--- config.mk ---
export PLATFORM = sky130hd
export DESIGN_NAME = ami_ram_ctrl
export DESIGN_NICKNAME = d
export VERILOG_FILES = /design/src/rtl/ami_ram_ctrl.sv
export SDC_FILE = /design/constraint.sdc
export NUM_CORES = 1
export LEC_CHECK = 0
export CORE_AREA = 4 4 282 284
export CTS_CLUSTER_DIAMETER = 100
export DETAILED_ROUTE_END_ITERATION = 10
export DIE_AREA = 0 0 286 288
export HOLD_SLACK_MARGIN = 0.06
export PLACE_DENSITY = 0.56
export RECOVER_POWER = 50
export SETUP_SLACK_MARGIN = 0.05
export SLEW_MARGIN = 10
export SYNTH_ARGS = -nofsm -noshare
export SYNTH_HDL_FRONTEND = slang
export SYNTH_SLANG_ARGS = --single-unit
--- constraint.sdc ---
create_clock -name usr_clk -period 7.14 [get_ports usr_clk]
set_input_delay 2.142 -clock usr_clk [delete_from_list [all_inputs] [get_ports usr_clk]]
set_output_delay 2.142 -clock usr_clk [all_outputs]
set_load 0.005 [all_outputs]
--- src/rtl/ami_ram_ctrl.sv ---
// ami_ram_ctrl: one-burst-at-a-time sequencer between a single-port RAM and the ami user ports
module ami_ram_ctrl #(
  parameter int AXI_DW = 128,
  parameter int AXI_AW = 40,
  parameter int AXI_IW = 8,
  parameter int AXI_LW = 8,
  parameter int AXI_SW = 3,
  parameter int RAM_AW = 10,
  parameter int RAM_RL = 1,
  parameter int CMD_ID = 0
) (
  input  logic                  usr_clk,
  input  logic                  usr_reset,
  input  logic                  cmd_w,
  input  logic [RAM_AW-1:0]     cmd_a,
  input  logic [AXI_LW-1:0]     cmd_l,
  input  logic                  cmd_e,
  output logic                  cmd_ready,
  output logic                  busy,
  output logic                  done,
  output logic                  err,
  output logic [AXI_IW-1:0]     usr_awid,
  output logic [AXI_AW-1:0]     usr_awaddr,
  output logic [AXI_LW-1:0]     usr_awlen,
  output logic [AXI_SW-1:0]     usr_awsize,
  output logic [1:0]            usr_awburst,
  output logic                  usr_awvalid,
  input  logic                  usr_awready,
  output logic [AXI_DW-1:0]     usr_wdata,
  output logic [AXI_DW/8-1:0]   usr_wstrb,
  output logic                  usr_wlast,
  output logic                  usr_wvalid,
  input  logic                  usr_wready,
  input  logic [AXI_IW-1:0]     usr_bid,
  input  logic [1:0]            usr_bresp,
  input  logic                  usr_bvalid,
  output logic                  usr_bready,
  output logic [AXI_IW-1:0]     usr_arid,
  output logic [AXI_AW-1:0]     usr_araddr,
  output logic [AXI_LW-1:0]     usr_arlen,
  output logic [AXI_SW-1:0]     usr_arsize,
  output logic [1:0]            usr_arburst,
  output logic                  usr_arvalid,
  input  logic                  usr_arready,
  input  logic [AXI_IW-1:0]     usr_rid,
  input  logic [AXI_DW-1:0]     usr_rdata,
  input  logic [1:0]            usr_rresp,
  input  logic                  usr_rlast,
  input  logic                  usr_rvalid,
  output logic                  usr_rready,
  output logic                  RAM_CEN,
  output logic [AXI_DW/8-1:0]   RAM_WEN,
  output logic [RAM_AW-1:0]     RAM_A,
  output logic [AXI_DW-1:0]     RAM_D,
  input  logic [AXI_DW-1:0]     RAM_Q
);
  localparam int BW = $clog2(AXI_DW / 8);
  localparam int D  = RAM_RL + 1;
  localparam int PW = $clog2(D);
  localparam int CW = $clog2(D + 1);
  typedef enum logic [2:0] {IDLE, WR_AW, WR_DATA, WR_RESP, RD_AR, RD_DATA, DONE} state_t;
  state_t state_q, state_d;
  logic [RAM_AW-1:0] a_q, a_d;
  logic [AXI_LW-1:0] l_q, l_d, beat_q, beat_d;
  logic [AXI_LW:0]   iss_q, iss_d;
  logic              err_q, err_d;
  logic [RAM_RL-1:0] pipe_q, pipe_d;
  logic [PW-1:0]     wp_q, wp_d, rp_q, rp_d;
  logic [CW-1:0]     cnt_q, cnt_d;
  logic [AXI_DW-1:0] fifo_q [D];
  logic              accept, push, pop, ram_rd, ram_wr;
  logic [AXI_AW-1:0] axi_addr;
  logic              unused_ok;
  int                occ;
  assign unused_ok = ^{usr_bid, usr_rid};
  // Prefetch credit counts the current pop so a full pipeline keeps streaming one beat per cycle
  always_comb begin
    accept = state_q == IDLE && cmd_e;
    push   = pipe_q[RAM_RL-1];
    pop    = usr_wvalid && usr_wready;
    occ    = int'(cnt_q) - int'(pop) + $countones(pipe_q);
    ram_rd = (state_q == WR_AW || state_q == WR_DATA) && iss_q <= {1'b0, l_q} && occ < D;
    ram_wr = state_q == RD_DATA && usr_rvalid;
    a_d    = accept ? cmd_a : a_q;
    l_d    = accept ? cmd_l : l_q;
    iss_d  = accept ? '0 : ram_rd ? iss_q + 1'b1 : iss_q;
    pipe_d = RAM_RL'({pipe_q, ram_rd});
    wp_d   = !push ? wp_q : (wp_q == PW'(D - 1)) ? '0 : wp_q + 1'b1;
    rp_d   = !pop ? rp_q : (rp_q == PW'(D - 1)) ? '0 : rp_q + 1'b1;
    cnt_d  = cnt_q + CW'(push) - CW'(pop);
  end
  always_comb begin
    state_d = state_q;
    beat_d  = beat_q;
    err_d   = err_q;
    case (state_q)
      IDLE: if (cmd_e) begin
        err_d   = 1'b0;
        beat_d  = '0;
        state_d = cmd_w ? WR_AW : RD_AR;
      end
      WR_AW:   state_d = usr_awready ? WR_DATA : WR_AW;
      WR_DATA: if (pop) begin
        beat_d  = beat_q + 1'b1;
        state_d = usr_wlast ? WR_RESP : WR_DATA;
      end
      WR_RESP: if (usr_bvalid) begin
        err_d   = err_q | (usr_bresp != 2'b00);
        state_d = DONE;
      end
      RD_AR:   state_d = usr_arready ? RD_DATA : RD_AR;
      RD_DATA: if (usr_rvalid) begin
        err_d   = err_q | (usr_rresp != 2'b00) | (usr_rlast != (beat_q == l_q));
        beat_d  = beat_q + 1'b1;
        state_d = beat_q == l_q ? DONE : RD_DATA;
      end
      default: state_d = IDLE;
    endcase
  end
  always_ff @(posedge usr_clk or posedge usr_reset)
    if (usr_reset) begin
      state_q <= IDLE;
      a_q     <= '0;
      l_q     <= '0;
      beat_q  <= '0;
      iss_q   <= '0;
      err_q   <= 1'b0;
      pipe_q  <= '0;
      wp_q    <= '0;
      rp_q    <= '0;
      cnt_q   <= '0;
    end else begin
      state_q <= state_d;
      a_q     <= a_d;
      l_q     <= l_d;
      beat_q  <= beat_d;
      iss_q   <= iss_d;
      err_q   <= err_d;
      pipe_q  <= pipe_d;
      wp_q    <= wp_d;
      rp_q    <= rp_d;
      cnt_q   <= cnt_d;
    end
  always_ff @(posedge usr_clk)
    if (push) fifo_q[wp_q] <= RAM_Q;
  assign axi_addr    = AXI_AW'({a_q, {BW{1'b0}}});
  assign cmd_ready   = state_q == IDLE;
  assign busy        = state_q != IDLE;
  assign done        = state_q == DONE;
  assign err         = err_q;
  assign usr_awid    = AXI_IW'(CMD_ID);
  assign usr_awaddr  = axi_addr;
  assign usr_awlen   = l_q;
  assign usr_awsize  = AXI_SW'(BW);
  assign usr_awburst = 2'b01;
  assign usr_awvalid = state_q == WR_AW;
  assign usr_wvalid  = state_q == WR_DATA && cnt_q != '0;
  assign usr_wdata   = usr_wvalid ? fifo_q[rp_q] : '0;
  assign usr_wstrb   = '1;
  assign usr_wlast   = usr_wvalid && beat_q == l_q;
  assign usr_bready  = state_q == WR_RESP;
  assign usr_arid    = AXI_IW'(CMD_ID);
  assign usr_araddr  = axi_addr;
  assign usr_arlen   = l_q;
  assign usr_arsize  = AXI_SW'(BW);
  assign usr_arburst = 2'b01;
  assign usr_arvalid = state_q == RD_AR;
  assign usr_rready  = state_q == RD_DATA;
  assign RAM_CEN     = !(ram_rd || ram_wr);
  assign RAM_WEN     = ram_wr ? '0 : '1;
  assign RAM_A       = ram_rd ? a_q + RAM_AW'(iss_q) : ram_wr ? a_q + RAM_AW'(beat_q) : '0;
  assign RAM_D       = ram_wr ? usr_rdata : '0;
endmodule

==> results of run 1 <==
==> cell families after synthesis <==
family          Yosys count
fa+ha+maj                32
xor+xnor                 34
mux                     135
compound gates           77
other cells               2
flops                   300
buf+inv                 235
simple gates            400
==> power breakdown <==
| part | total, uW | switching (uW) | internal, uW |
|---|---|---|---|
| clock | 1970 | 774 | 1200 |
| sequential | 2470 | 261 | 2210 |
| combinational | 2480 | 1220 | 1260 |
| total | 6920 | 2260 | 4670 |
==> final timing paths <==
path / start / end / cells after the start
min reg2reg: wp_q / wp_q / 1
max reg2reg: pipe_q / fifo_q[0][44] / 3
max in group asynchronous: usr_reset / rp_q / 3
max: usr_wready / RAM_CEN / 10
min in group asynchronous: usr_reset / a_q[2] / 3
min: wp_q / wp_q / 1
==> metrics by stage <==
stage	power, uW	hold slack, ns	instances	area (um^2)	utilization [%]
after global routing	7332	0.5163	2858	22800	29.58
final	6923	0.5064	2867	22820	29.61
after detailed placement	5043	0.5405	2784	21500	27.89
after global placement	5008	0.5288	2784	21500	27.89
after floorplan	3807	0.4555	1315	15120	-
after CTS	7062	0.5512	2852	22810	29.59
==> per-layer routing <==
metal,track usage [%],routed length [um],up-vias
met5,0,180,-
met4,3.303,1399,26
met3,6.865,6969,95
met2,19.99,25180,537
met1,13.26,19850,5446
li1,-,-,5261
==> registers in the layout, indices dropped and copies added (netlist names) <==
| signal | cells |
|---|---|
| beat_q | 8 |
| a_q | 10 |
| err | 1 |
| state_q | 3 |
| iss_q | 9 |
| usr_arlen | 8 |
| wp_q | 1 |
| pipe_q | 1 |
| rp_q | 1 |
| cnt_q | 2 |
| fifo_q | 256 |
==> layout by cell type (no fill, tap or decap), types with 3 or more instances in the layout <==
master / instances
nand2b_1: 4
o22ai_1: 11
nand2_1: 51
fa_1: 3
ha_1: 29
dfrtp_1: 43
buf_4: 13
xor2_1: 25
nor2_1: 162
dlygate4sd3_1: 129
conb_1: 102
clkbuf_16: 40
xnor2_1: 9
a21o_1: 5
clkdlybuf4s50_1: 486
nor3b_1: 7
diode_2: 15
o21ai_0: 29
inv_1: 27
nand3_1: 14
o211ai_1: 4
nor2b_1: 3
clkbuf_1: 10
mux2i_1: 133
clkinv_2: 5
edfxtp_1: 256
a21oi_1: 10
nor3_1: 9
inv_6: 3
nand4_1: 6
bufinv_16: 4
clkinv_1: 6
and3_1: 132
a211oi_1: 3
buf_12: 3
==> final cells by class <==
cell class / instances / area (um^2) / share of cell area (%)
Clock inverter: 20 / 270.3 / 1.184
Inverter: 29 / 108.9 / 0.4769
Clock buffer: 48 / 1041 / 4.561
Multi-Input combinational cell: 780 / 4943 / 21.66
Tap cell: 1040 / 1301 / 5.701
Timing Repair Buffer: 635 / 6330 / 27.73
Sequential cell: 300 / 8792 / 38.52
Antenna cell: 15 / 37.54 / 0.1645
==> worst max-delay path: stages <==
cell and delay [ns]:
clkdlybuf4s50_1 0.47, o211ai_1 0.12, xnor2_1 0.24, ha_1 0.20
inv_1 0.05, fa_1 0.39, o211ai_2 0.14, inv_1 0.14
nor2_1 0.19, clkdlybuf4s50_1 0.54
==> results.cfg, run 1 <==
[synthesis]
async_reset_ff_share_pct = 14.67
synth_seq_area_share_pct = 59.61
synth_area_leaders = edfxtp_1 (52%), mux2i_1 (9.0%), dfrtp_1 (7.5%), buf_4 (6.9%), and3_1 (5.6%)
synth_top_area_share_pct = 52.14
synth_edf_count = 256
ys_ff_latch = 300
avgSynthCellArea_um2 = 12.13
yosys-top-cells-count = edfxtp_1 (256), nor2_1 (163), buf_4 (136), mux2i_1 (133), and3_1 (132)
yosysWarnings = 0
synth-compound-area-share_pct = 3.412
synth-simple-area-share_pct = 13.28
syn_area_um2 = 14740
synth_fa_ha_area_share_pct = 2.869
synthCells = 1215
synth_area_leader_cell = edfxtp_1
synth_cell_type_count = 52
yosys.area_share.xor_xnor_pct = 2.020
synth_most_common_cell = edfxtp_1
synth_top_family_by_area = simple AND/OR/NAND/NOR gates
synth_mux_area_share_pct = 9.183
synthFlopType = edfxtp_1

[drt]
route.detailed.drc = 0
drt_pass1_iterations = 4
ant_nets = 0
drt_iter0_markers = 587
routed_wl_um = 53580
via_count = 11370
wl_per_cell_um = 18.69
vias_per_cell = 3.964

[critical_path]
arrival_ns = 4.62
critPathLaunchType = input pin
critical_path.max_fanout = 5
critPathCaptureType = output pin
crit_type = in -> out
rrSetupSlack_ns = 2.28
crit_required_ns = 5.00

[placement]
place_hpwl_um = 40290
place.gp.congestion = 0.8570
io_buffers = 616
dp_slack_ns = 0.3558

[sta]
rsz0062_at_grt = false
fin_crit_sh_pct = 94.73
skew_ns = 0.03650
setup-violations-final = 0
slew_viol_final = 210
worst_slew_pin_slew_ns = 3.735
hold_viol = 0
fin_crit_ns = 6.764
relSlewSlack_pct = -149.0
setup_slack_ns = 0.3764
clock.fmax_ghz = 0.1479
tns_ns = 0

[floorplanning]
dieArea_um2 = 82370
die_h_um = 288
io_pins = 735
die_w_um = 286
initial_core_util_pct = 19.13
rows = 102
coreArea_um2 = 77080

[flow_run]
cap_violations = 4

[cts]
hold_buffers = 0
clock_latency_ns = 0.56
cts_buffer_depth = 3
cts_resized = 0
cts_tree = done
numCtsBuffers = 38
cts_setup_buffers = 0
cts_sinks = 300
clock-root-buffer = clkbuf_16
path_clk_slew_ns = 0.05
h-tree-depth = 2

[global_routing]
grt.total_usage_pct = 12.05
grt_pass1_wl_um = 75090
antenna_found_initial = 34
grt_max_degree = 131
grt-ovfl-total = 0
grt_pass1_vias = 11550

[status]
outcome = finished, violations left
violations = max-capacitance violations, max-slew violations

[finish]
area_growth_pct = 54.82
fin_nets = 2120
fillers = 7872
drive_above_1_share_pct = 4.636

[pwr]
leakagePower_uw = 0.008902
ir_drop_uv = 224.6
pwr_density_cell_nw_per_um2 = 303.3

[min_path]
worstHoldPathType = reg -> reg
Note: power is estimated with default switching activity, not from simulation.
==> run 2, diff against run 1 <==
clock period = 5.5 ns   (was 7.14 ns; I/O delays follow)
==> run 2 against run 1 <==
The run still ends with max-capacitance violations, max-slew violations left; register-to-register slack lost 0.17 ns; sequential share of layout area shrank 0.13 points; power grew 29%; global-route usage grew 0.17 points; first-iteration DRC count shrank 0.85%; critical path type unchanged.
==> results.cfg, run 2 (synthesis gave the netlist of run 1 again) <==
[sta]
slew_viol_final = 14
rsz0062_at_grt = true
relSlewSlack_pct = -8.196
skew_ns = 0.03195
hold_viol = 0
tns_ns = 0
fin_crit_ns = 5.496
worst_slew_pin_slew_ns = 1.620
setup-violations-final = 0
setup_slack_ns = 0.003713
fin_crit_sh_pct = 99.93
clock.fmax_ghz = 0.1819

[critical_path]
critPathBufInv = 5
crit_required_ns = 3.85
timing.rr.start = state_q[0]
crit_type = in -> out
rrSetupSlack_ns = 2.11
critical_path.max_fanout = 4
critPathCaptureType = output pin
critical_path.endpoint = RAM_A[9]
rr_worst_depth = 13
arrival_ns = 3.85
critPathLaunchType = input pin
path_cells = clkdlybuf4s50_1, o211ai_1, xnor2_1, ha_2, inv_1, fa_2, o211ai_4, buf_6, buf_4, nor2b_1, o22a_1, clkbuf_2
max_stage_delay_ns = 0.46
worstSetupStartpoint = usr_wready
slowest_stage = clkdlybuf4s50_1
critical_path_depth = 12
path_delay_family = buffers and inverters
worst_r2r_endpoint = iss_q[6]

[cts]
numCtsBuffers = 39
clock-root-buffer = clkbuf_16
h-tree-depth = 2
hold_buffers = 0
cts_buffer_depth = 3
cts_tree = done
path_clk_slew_ns = 0.06
cts_sinks = 300
clock_latency_ns = 0.56

[status]
violations = max-capacitance violations, max-slew violations
outcome = finished, violations left

[finish]
final_common_cell = clkdlybuf4s50_1
utilization_pct = 29.71
area_growth_pct = 55.33
fillers = 7866
largest_register_ffs = 256
fin_nets = 2135
drive_above_1_share_pct = 6.127
reg.largest.list = fifo_q: 256 flops, a_q: 10 flops, iss_q: 9 flops
layout_common_cells = clkdlybuf4s50_1 (593), edfxtp_1 (256), nor2_1 (161), mux2i_1 (133), and3_1 (132)
largest-register = fifo_q

[global_routing]
antenna_found_initial = 24
grt_pass1_vias = 11680
grt_max_degree = 116
grt-ovfl-total = 0
grt.total_usage_pct = 12.22
grt_pass1_wl_um = 76310

[drt]
drt_pass1_iterations = 4
ant_nets = 0
vias_per_cell = 3.970
drt_iter0_markers = 582
routed_wl_um = 54670
via_count = 11420
route.detailed.drc = 0
wl_per_cell_um = 19.01

[placement]
place_hpwl_um = 42010
dp_slack_ns = -0.1770
place.gp.congestion = 0.8654
io_buffers = 616

[min_path]
worst_hold_startpoint = wp_q
worstHoldPathType = reg -> reg

[floorplanning]
coreArea_um2 = 77080
die_h_um = 288
io_pins = 735
die_w_um = 286
initial_core_util_pct = 19.13
dieArea_um2 = 82370
rows = 102

[pwr]
pwr_density_cell_nw_per_um2 = 391.4
leakagePower_uw = 0.009063
ir_drop_uv = 274.2

[flow_run]
cap_violations = 1
[run 2: changes by cell type in the layout (fill, tap and decap cells not counted), moves of 3 or more]
cell | before | now
dlygate4sd3_1 | 129 | 11
clkdlybuf4s50_1 | 486 | 593
buf_4 | 13 | 27
diode_2 | 15 | 7
dlymetal6s2s_1 | 0 | 8
clkbuf_1 | 10 | 3
clkinv_2 | 5 | 10
buf_6 | 0 | 3
clkinv_1 | 6 | 9
[run 2: how the worst min path moves through the flow]
stage / endpoint / depth (start not counted)
floorplan: wp_q / 1
global route: wp_q / 1
detailed placement: wp_q / 1
global placement: wp_q / 1
CTS: wp_q / 1
finish: wp_q / 1
[run 2: metrics by stage]
stage                     hold slack (ns)  instance area [um^2]  power, uW  std cells
after floorplan                    0.4731                 15120       4929       1315
after global placement             0.5296                 21560       6513       2792
after detailed placement           0.5428                 21560       6560       2792
after CTS                          0.5527                 22840       9101       2864
after global routing               0.5423                 22880       9490       2868
final                              0.4975                 22900       8963       2875
[run 2: power by group]
part	switching (uW)	leakage [uW]	internal [uW]	total (uW)
clock network	1030	0.000610	1420	2450
logic	1620	0.00556	1720	3340
registers	322	0.00289	2850	3170
total	2970	0.00906	5990	8960
[run 2: final cells by class]
class | count | area (um^2) | share of cell area [%]
Clock buffer | 42 | 987.2 | 4.311
Timing Repair Buffer | 649 | 6477 | 28.29
Multi-Input combinational cell | 780 | 4961 | 21.66
Tap cell | 1040 | 1301 | 5.682
Antenna cell | 7 | 17.52 | 0.07649
Sequential cell | 300 | 8792 | 38.39
Inverter | 29 | 108.9 | 0.4754
Clock inverter | 28 | 254.0 | 1.109
[run 2: per-layer routing]
layer | GRT usage, % | vias up | part of all wire [%]
met3 | 5.748 | 85 | 11
met1 | 14.55 | 5482 | 40
met2 | 19.97 | 546 | 46
met4 | 3.129 | 20 | 2.4
met5 | 0 | - | 0.26
li1 | - | 5282 | -
[run 2: what timing repair did]
item	4_1_cts	5_1_grt
endpoints found under the setup margin	11	11
gates cloned	0	1
endpoints found under the hold margin	0	0
setup buffers	2	3
pin swaps	1	2
gates resized for setup	6	19
